$ cat config.mk
export PLATFORM = sky130hd
export DESIGN_NAME = keypad_scan_ctrl
export DESIGN_NICKNAME = d
export VERILOG_FILES = /design/src/rtl/keypad_pkg.sv /design/src/rtl/keypad_col_scanner.sv /design/src/rtl/keypad_scan_ctrl.sv
export SDC_FILE = /design/constraint.sdc
export NUM_CORES = 1
export LEC_CHECK = 0
export ABC_AREA = 1
export CORE_ASPECT_RATIO = 0.8
export CORE_UTILIZATION = 35
export DETAILED_ROUTE_END_ITERATION = 7
export HOLD_SLACK_MARGIN = 0.15
export PLACE_DENSITY = 0.53
export SETUP_SLACK_MARGIN = 0.3
export SYNTH_ARGS = -nofsm -noshare
export SYNTH_HDL_FRONTEND = slang
export SYNTH_SLANG_ARGS = --single-unit
$ cat constraint.sdc
create_clock -name clk -period 2.55 [get_ports clk]
set_clock_uncertainty 0.05 [all_clocks]
set_input_delay 0.6375 -clock clk [delete_from_list [all_inputs] [get_ports clk]]
set_output_delay 0.6375 -clock clk [all_outputs]
set_load 0.005 [all_outputs]
$ cat src/rtl/keypad_pkg.sv
// Shared constants, FSM state type and frame helpers for the 4x4 keypad scanner.
package keypad_pkg;

   localparam int KEY_W    = 4;
   localparam int FRAME_W  = 16;
   localparam int NUM_COLS = 4;
   localparam int NUM_ROWS = 4;

   localparam logic [NUM_COLS-1:0] COL0 = 4'b1110;
   localparam logic [NUM_COLS-1:0] COL1 = 4'b1101;
   localparam logic [NUM_COLS-1:0] COL2 = 4'b1011;
   localparam logic [NUM_COLS-1:0] COL3 = 4'b0111;

   typedef enum logic {
      IDLE = 1'b0,
      HELD = 1'b1
   } scan_state_t;

   function automatic logic [NUM_COLS-1:0] col_drive(input logic [1:0] idx);
      logic [NUM_COLS-1:0] drv;
      case (idx)
         2'd0:    drv = COL0;
         2'd1:    drv = COL1;
         2'd2:    drv = COL2;
         default: drv = COL3;
      endcase
      return drv;
   endfunction

   // Only meaningful when exactly one bit is set.
   function automatic logic [KEY_W-1:0] onehot_to_idx(input logic [FRAME_W-1:0] v);
      logic [KEY_W-1:0] idx;
      idx = '0;
      for (int i = 0; i < FRAME_W; i++) begin
         if (v[i]) begin
            idx = idx | KEY_W'(i);
         end
      end
      return idx;
   endfunction

   function automatic logic is_single_key(input logic [FRAME_W-1:0] v);
      return (v != '0) && ((v & (v - FRAME_W'(1))) == '0);
   endfunction

endpackage

$ cat src/rtl/keypad_col_scanner.sv
// Column sequencer: drives one column low at a time, samples the synchronized
// rows at the end of each dwell and assembles a 16-bit pressed-key frame.
module keypad_col_scanner
   import keypad_pkg::*;
#(
   parameter int SCAN_DIV = 50000
) (
   input  logic               clk,
   input  logic               rst_n,
   input  logic [3:0]         row_sync,
   output logic [3:0]         col,
   output logic [FRAME_W-1:0] frame,
   output logic               frame_done
);

   localparam int DIV_W = $clog2(SCAN_DIV);

   logic [DIV_W-1:0]   dwell_reg;
   logic [1:0]         col_idx_reg;
   logic [3:0]         col_reg;
   logic [FRAME_W-1:0] acc_reg;
   logic [FRAME_W-1:0] acc_next;
   logic [FRAME_W-1:0] frame_reg;
   logic               frame_done_reg;
   logic               sample;

   assign sample = (dwell_reg == DIV_W'(SCAN_DIV - 1));

   // Each column's nibble is overwritten once per frame, so no clearing is needed.
   genvar gi;
   generate
      for (gi = 0; gi < NUM_COLS; gi++) begin : g_col
         assign acc_next[gi*NUM_ROWS +: NUM_ROWS] =
            (sample && (col_idx_reg == 2'(gi))) ? ~row_sync
                                                : acc_reg[gi*NUM_ROWS +: NUM_ROWS];
      end
   endgenerate

   always_ff @(posedge clk or negedge rst_n) begin
      if (!rst_n) begin
         dwell_reg      <= '0;
         col_idx_reg    <= 2'd0;
         col_reg        <= COL0;
         acc_reg        <= '0;
         frame_reg      <= '0;
         frame_done_reg <= 1'b0;
      end else begin
         acc_reg        <= acc_next;
         frame_done_reg <= 1'b0;
         if (sample) begin
            dwell_reg   <= '0;
            col_idx_reg <= col_idx_reg + 2'd1;
            col_reg     <= col_drive(col_idx_reg + 2'd1);
            if (col_idx_reg == 2'd3) begin
               frame_reg      <= acc_next;
               frame_done_reg <= 1'b1;
            end
         end else begin
            dwell_reg <= dwell_reg + DIV_W'(1);
         end
      end
   end

   assign col        = col_reg;
   assign frame      = frame_reg;
   assign frame_done = frame_done_reg;

endmodule

$ cat src/rtl/keypad_scan_ctrl.sv
// 4x4 keypad scan controller: row synchronizer, frame debounce, press/release
// FSM emitting one key event per accepted press, and a fixed-length beep.
module keypad_scan_ctrl
   import keypad_pkg::*;
#(
   parameter int SCAN_DIV       = 50000,
   parameter int DEBOUNCE_SCANS = 4,
   parameter int BEEP_CYCLES    = 5000000
) (
   input  logic             clk,
   input  logic             rst_n,
   input  logic [3:0]       row,
   output logic [3:0]       col,
   output logic [KEY_W-1:0] key_code,
   output logic             key_valid,
   output logic             key_held,
   output logic             buzzer,
   output logic [7:0]       led
);

   localparam int CNT_W  = $clog2(DEBOUNCE_SCANS + 1);
   localparam int BEEP_W = $clog2(BEEP_CYCLES + 1);

   logic [3:0]         row_meta_reg;
   logic [3:0]         row_sync_reg;
   logic [FRAME_W-1:0] frame;
   logic               frame_done;

   logic [CNT_W-1:0]   stable_cnt_reg;
   logic [CNT_W-1:0]   stable_cnt_next;
   logic [FRAME_W-1:0] prev_frame_reg;
   logic               frame_stable;
   logic               accept;
   logic               key_release;

   scan_state_t        state_reg;
   logic [KEY_W-1:0]   key_code_reg;
   logic               key_valid_reg;
   logic               key_held_reg;

   logic [BEEP_W-1:0]  beep_cnt_reg;
   logic [BEEP_W-1:0]  beep_cnt_next;
   logic               buzzer_reg;

   // Rows idle high, so the synchronizer resets to "no key".
   always_ff @(posedge clk or negedge rst_n) begin
      if (!rst_n) begin
         row_meta_reg <= 4'hF;
         row_sync_reg <= 4'hF;
      end else begin
         row_meta_reg <= row;
         row_sync_reg <= row_meta_reg;
      end
   end

   keypad_col_scanner #(
      .SCAN_DIV (SCAN_DIV)
   ) u_scanner (
      .clk        (clk),
      .rst_n      (rst_n),
      .row_sync   (row_sync_reg),
      .col        (col),
      .frame      (frame),
      .frame_done (frame_done)
   );

   always_comb begin
      stable_cnt_next = CNT_W'(1);
      if (frame == prev_frame_reg) begin
         stable_cnt_next = (stable_cnt_reg == CNT_W'(DEBOUNCE_SCANS))
                           ? stable_cnt_reg : stable_cnt_reg + CNT_W'(1);
      end
   end

   assign frame_stable = (stable_cnt_next == CNT_W'(DEBOUNCE_SCANS));
   assign accept       = frame_done && (state_reg == IDLE) && frame_stable && is_single_key(frame);
   assign key_release  = frame_done && (state_reg == HELD) && frame_stable && (frame == '0);

   always_ff @(posedge clk or negedge rst_n) begin
      if (!rst_n) begin
         stable_cnt_reg <= '0;
         prev_frame_reg <= '0;
      end else if (frame_done) begin
         stable_cnt_reg <= stable_cnt_next;
         prev_frame_reg <= frame;
      end
   end

   // A new press is only honoured from IDLE, i.e. after a stable release.
   always_ff @(posedge clk or negedge rst_n) begin
      if (!rst_n) begin
         state_reg     <= IDLE;
         key_code_reg  <= '0;
         key_valid_reg <= 1'b0;
         key_held_reg  <= 1'b0;
      end else begin
         key_valid_reg <= accept;
         case (state_reg)
            IDLE: begin
               if (accept) begin
                  key_code_reg <= onehot_to_idx(frame);
                  key_held_reg <= 1'b1;
                  state_reg    <= HELD;
               end
            end
            HELD: begin
               if (key_release) begin
                  key_held_reg <= 1'b0;
                  state_reg    <= IDLE;
               end
            end
            default: begin
               key_held_reg <= 1'b0;
               state_reg    <= IDLE;
            end
         endcase
      end
   end

   always_comb begin
      beep_cnt_next = beep_cnt_reg;
      if (accept) begin
         beep_cnt_next = BEEP_W'(BEEP_CYCLES);
      end else if (beep_cnt_reg != '0) begin
         beep_cnt_next = beep_cnt_reg - BEEP_W'(1);
      end
   end

   always_ff @(posedge clk or negedge rst_n) begin
      if (!rst_n) begin
         beep_cnt_reg <= '0;
         buzzer_reg   <= 1'b0;
      end else begin
         beep_cnt_reg <= beep_cnt_next;
         buzzer_reg   <= (beep_cnt_next != '0);
      end
   end

   assign key_code  = key_code_reg;
   assign key_valid = key_valid_reg;
   assign key_held  = key_held_reg;
   assign buzzer    = buzzer_reg;
   assign led       = {key_held_reg, 3'b000, key_code_reg};

endmodule
==> results of run 1 <==
-- cells by family (layout without fill, tap and decap cells) --
kind of cell	count (synthesis)	in the layout	share of synthesized area, %
AOI/OAI and AO/OA	74	74	7.03
xor gates and xnor gates	34	34	5.37
adders and majority gates	9	9	2.03
buffers and inverters	93	129	7.53
DFF	109	109	49.4
other	1	3	0.0676
and+or+nand+nor	372	372	28.6
-- where the power goes --
part	internal (uW)	switching, uW
clock network	717	749
registers	1740	5.30
logic	11.4	36.8
total	2470	791
-- worst reg2reg max path: cells and delay by family, from the launching register on --
kind	cells	cell delay, ns
simple gates	5	0.85
flops	1	0.50
xor+xnor	1	0.21
buf+inv	1	0.20
compound gates	1	0.17
-- area by class of cell --
cell class,count,area [sq um]
fill,1525,8700
sequential,109,2750
multi-input combinational,492,2560
timing repair buffer,45,404
tap,210,263
inverter,68,258
clock buffer,9,225
clock inverter,7,100
-- layer usage --
metal / global-route usage [%] / vias to the layer above
li1: - / 2251
met3: 3.60 / 17
met5: 0 / -
met4: 5.52 / 0
met2: 27.9 / 104
met1: 23.8 / 2126
-- cell usage after synthesis (all sizes together), types with 2 or more instances --
master	count
nand2	192
nor2	119
dfrtp	98
inv	68
o21ai	49
nand3	27
xor2	24
buf	21
a21oi	16
nand4	14
dfstp	11
xnor2	10
ha	9
nor3	9
nor4	5
clkbuf	4
a31oi	3
o21a	3
and3	2
nor3b	2
-- placed cells by master, fill, tap and decap left out, drive strengths merged, types with 3 or more instances in the layout --
cell	instances
o21ai	49
inv	70
conb	3
xnor2	10
ha	9
a31oi	3
a21oi	16
clkbuf	9
clkdlybuf4s50	20
nand2	192
nor2	119
nand4	14
dfrtp	98
xor2	24
nor3	9
dfstp	11
buf	25
clkinv	4
nand3	27
nor4	5
o21a	3
-- timing repair --
item                                    in CTS  in global routing
resized for setup                            4                 55
pin swaps                                    0                 13
hold buffers                                 0                  0
endpoints found under the setup margin       4                 36
setup buffers                                0                 12
-- worst max-delay path by stage --
| stage | startpoint | endpoint | cells past startpoint | slack (ns) |
|---|---|---|---|---|
| 4_1_cts | beep_cnt_reg[16] | buzzer | 11 | 0.26 |
| 6_report | u_scanner.frame[15] | state_reg | 8 | 0.43 |
| 3_5_place_dp | beep_cnt_reg[15] | buzzer | 13 | 0.24 |
| 5_1_grt | u_scanner.dwell_reg[0] | u_scanner.dwell_reg[14] | 9 | 0.27 |
| 2_1_floorplan | u_scanner.frame[4] | buzzer | 16 | 0.68 |
| 3_3_place_gp | beep_cnt_reg[15] | buzzer | 13 | 0.19 |
-- stage by stage --
step / util, % / hold slack, ns / cell area [sq um]
final: 43.0 / 0.196 / 6570
after global routing: 43.0 / 0.225 / 6570
after CTS: 41.3 / 0.213 / 6310
after detailed placement: 39.1 / 0.297 / 5970
after global placement: 39.1 / 0.296 / 5970
after floorplan: - / 0.292 / 5560
==> impl_metrics.ini, run 1 <==
[run_status]
status = finished, final reports clean

[drt]
totalWireLength_microns = 13200
ant_nets = 0
drt_pass1_iterations = 4
post-route-drc-count = 0
dr_wl_met3_microns = 542
top_layer = met4
viasPerCell = 4.79
wl_per_cell_microns = 14.1
dr_wl_met2_microns = 5950
drt-met1-wl_microns = 6530
vias = 4498
dr.first_iter.drc_count = 266

[critical_path]
path_class = reg -> reg
critPathBufInv = 1
critical_path.top_delay_family = simple AND/OR/NAND/NOR gates
cp_slowest_cell = dfrtp_1
required_ns = 2.72
reg2reg_depth = 8
worstReg2RegStart = u_scanner.frame[15]
regToRegEndpoint = state_reg
crit_fanout = 6
startpoint_type = register
critPathMaxStageDelay_ns = 0.50
crit_arrival_ns = 2.28
crit_chain = xor2_1 -> nor2_1 -> nand3_1 -> nor2_2 -> nand4_1 -> buf_4 -> nor4_4 -> o21ai_0
r2r_slack_ns = 0.43
end_kind = register

[die]
core_area_sq_um = 15300
start_util_pct = 36.4
dieHeight_microns = 115
die-area_sq_um = 16400
die_w_microns = 143
placementRows = 40
ios = 25

[power_and_ir_drop]
vdd_drop_max_v = 0.000315
power.total_uw = 3260
powerDensity_nw_per_um2 = 496
leakagePower_uw = 0.00343

[final_layout]
syn2layout_area_growth_pct = 18.3
largest_reg_flops = 23
fin_nets = 740
drive_gt1_share_pct = 15.8
stdcell_count = 940
antenna_cells = 0

[placement]
io_buffers = 21
dp.cells = 912
dp_worst_setup_slack_ns = 0.243
place_hpwl_microns = 9540
gp_congestion = 0.948

[synth]
synthArstFlopShare_pct = 100
ys_seq_elements = 109
synth_ff_type = dfrtp_1
synth_area_leader_cell = dfrtp_1
yosysSeqAreaShare_pct = 49.4
synth_top_area_share_pct = 44.2
ys_types = 36
synthTopCellsByArea = dfrtp_1 (44%), nand2_1 (13%), nor2_1 (7.1%)
syn_inst = 692
avgSynthCellArea_sq_um = 8.02
synth_edf_count = 0
ys_warn_count = 0
syn_area_sq_um = 5550

[grt]
grt_pass1_wl_microns = 21900
grt_max_degree = 49
grt_pass1_vias = 4381
antenna_found_initial = 0
gr-usage-all-layers_pct = 17.5
grt_overflow_total = 0

[clock_network]
clock-sinks = 109
clockRootBuffer = clkbuf_16
cts_tree = built
clk_path_buf_depth = 2
clock_latency_ns = 0.36
clk_pin_slew_ns = 0.08
cts_buffers = 9
htree_levels = 3

[sta]
hold_violations = 0
setup_ws_ns = 0.435
setup-violations-final = 0
rsz0062_at_grt = yes
fmax_ghz = 0.473
drv_slew = 0
layout_min_cycle_time_ns = 2.12
finalSetupTns_ns = 0
worst_pin_slew_ns = 0.533
slew_headroom_pct = 64.1
fin_crit_sh_pct = 83.0

[flow_run]
drv_cap = 0

[min_path]
hold_class = in -> async
Power figures use the tool's default switching activity.
==> run 2, diff against run 1 <==
--- a/config.mk
+++ b/config.mk
@@ -10,7 +10,7 @@
 export CORE_UTILIZATION = 35
 export DETAILED_ROUTE_END_ITERATION = 7
 export HOLD_SLACK_MARGIN = 0.15
-export PLACE_DENSITY = 0.53
+export PLACE_DENSITY = 0.55
 export SETUP_SLACK_MARGIN = 0.3
 export SYNTH_ARGS = -nofsm -noshare
 export SYNTH_HDL_FRONTEND = slang
==> constraint.sdc (replaced) <==
create_clock -name clk -period 1.75 [get_ports clk]
set_clock_uncertainty 0.05 [all_clocks]
set_input_delay 0.4375 -clock clk [delete_from_list [all_inputs] [get_ports clk]]
set_output_delay 0.4375 -clock clk [all_outputs]
set_load 0.005 [all_outputs]
==> run 2 against run 1 <==
Net effect: the flow now finishes with violations (setup timing); die area is the same; fmax grew 0.20%; cell count grew 19%; sequential share of layout area shrank 12 points; combinational power grew 63%; sequential power grew 47%; register-to-register slack lost 0.80 ns; power grew 45%; flip-flop and latch count is the same; global-route usage grew 3.4 points; critical path depth grew 5; final area grew 39%; critical path type unchanged; largest power group unchanged.
==> impl_metrics.ini, run 2 (synthesis results as in run 1) <==
[final_layout]
drive_gt1_share_pct = 48.8
fin_area_sq_um = 9150
final_cell_mix = buf_4 (152), nand2_1 (142), dfrtp_1 (83)
seqCellArea_sq_um = 2760
multiInputGateArea_sq_um = 3480
mostFrequentLayoutCell = buf_4
antenna_cells = 0
n_fill_cell = 1263
largest_reg_flops = 23
stdcell_count = 1122
fin_nets = 922
syn2layout_area_growth_pct = 64.8

[sta]
fin_crit_sh_pct = 121
fmax_ghz = 0.474
slew_headroom_pct = 49.2
hold_violations = 0
worst_pin_slew_ns = 0.755
fin_hold_ws_ns = 0.309
layout_min_cycle_time_ns = 2.11
setup_ws_ns = -0.361
rsz0062_at_grt = yes
drv_slew = 0
setup-violations-final = 44

[grt]
grt_pass1_vias = 5070
grt_max_degree = 35
gr-usage-all-layers_pct = 20.8
grt_overflow_total = 0
grt_pass1_wl_microns = 25800
antenna_found_initial = 0

[critical_path]
path_class = reg -> reg
end_kind = register
required_ns = 1.97
startpoint_type = register
crit_fanout = 5
crit_arrival_ns = 2.34

[die]
start_util_pct = 36.4
die_w_microns = 143
core_area_sq_um = 15300
placementRows = 40
ios = 25
die-area_sq_um = 16400
dieHeight_microns = 115

[placement]
dp_worst_setup_slack_ns = -0.376
dpl_cell_area_sq_um = 7000
io_buffers = 21
gp_congestion = 0.940
dp.cells = 1034
place_hpwl_microns = 11000

[run_status]
violations = setup timing
status = complete, but fails checks

[clock_network]
cts_buffers = 9
clockRootBuffer = clkbuf_16
clk_path_buf_depth = 2
clock_latency_ns = 0.37
cts_tree = built
htree_levels = 3
clk_pin_slew_ns = 0.08
clock-sinks = 109

[drt]
totalWireLength_microns = 17300
dr.first_iter.drc_count = 348
vias = 5319
ant_nets = 0
drt_pass1_iterations = 6
post-route-drc-count = 0
wl_per_cell_microns = 15.4
viasPerCell = 4.74

[power_and_ir_drop]
leakagePower_uw = 0.00482
power.internal_uw = 3570
power.share.switching_pct = 24.3
p_comb_share_pct = 1.7
netSwitchingPower_uw = 1150
vdd_drop_max_v = 0.000435
pwr-share-clk_pct = 44.3
powerDensity_nw_per_um2 = 516
seq_power_share_pct = 54.1

[min_path]
hold_class = reg -> reg

[flow_run]
drv_cap = 0
run 2: changes by cell type in the layout (fill, tap and decap cells not counted), moves of 26 or more:
cell / delta
nor2_1: -30
buf_6: +36
nand2_4: +31
buf_4: +129
o21ai_0: -26
nand2_1: -39
run 2: worst paths after layout:
| path | startpoint | end | slack [ns] | cells past startpoint |
|---|---|---|---|---|
| min | row_meta_reg[2] | row_sync_reg[2] | 0.31 | 0 |
| min in group asynchronous | rst_n | u_scanner.dwell_reg[10] | 0.44 | 2 |
| min reg2reg | row_meta_reg[2] | row_sync_reg[2] | 0.31 | 0 |
| max | u_scanner.frame[3] | key_code[1] | -0.36 | 13 |
| max reg2reg | u_scanner.frame[3] | key_code[1] | -0.36 | 13 |
| max in group asynchronous | rst_n | u_scanner.col[1] | 0.61 | 3 |
run 2: timing repair:
item | in CTS | in global routing
pin swaps | 42 | 36
gates resized for setup | 270 | 112
setup buffers | 43 | 18
cloned | 5 | 5
endpoints found under the hold margin | 11 | 0
hold buffers | 1 | 0
setup endpoints to repair | 98 | 92
run 2: routing by layer:
layer  vias up  global-route usage (%)  share of wire, %
li1       2615                       -                 -
met5         -                       0                 0
met4         0                    4.59               1.1
met3        17                    4.06               4.3
met2       104                    31.9                46
met1      2583                    30.4                49
run 2: power groups by stage:
stage                     sequential, uW  combinational (uW)  clock (uW)
after floorplan                     2590                6.27           0
after global placement              2590                79.2           0
final                               2550                78.7        2090
after global routing                2550                91.5        2210
after CTS                           2550                82.6        2120
after detailed placement            2590                80.1           0
run 2: per-stage QoR:
| step | utilization [%] | setup TNS [ns] | power [uW] |
|---|---|---|---|
| final | 59.9 | -7.77 | 4720 |
| after global routing | 59.9 | -13.60 | 4860 |
| after CTS | 55.3 | -5.07 | 4760 |
| after detailed placement | 45.9 | -7.10 | 2670 |
| after global placement | 45.9 | -7.76 | 2670 |
| after floorplan | - | -0.115 | 2590 |
run 2: cell type report:
type,count,area share (%)
sequential,109,30.2
inverter,68,3.19
multi-input combinational,495,38.0
tap,210,2.87
timing repair buffer,221,21.9
clock inverter,7,0.862
timing repair inverter,3,0.534
clock buffer,9,2.46
run 2: worst max-delay path, stage by stage, from the launching register on:
cell and delay [ns]:
dfrtp_2 0.47, nor2_4 0.16, nand2_4 0.11, nor2_4 0.16, nand2_2 0.09, nand2_4 0.08, inv_2 0.04, nor2_2 0.10
nand3_2 0.14, nor2_4 0.15, buf_6 0.16, buf_12 0.13, nor2_4 0.03, a31oi_1 0.15
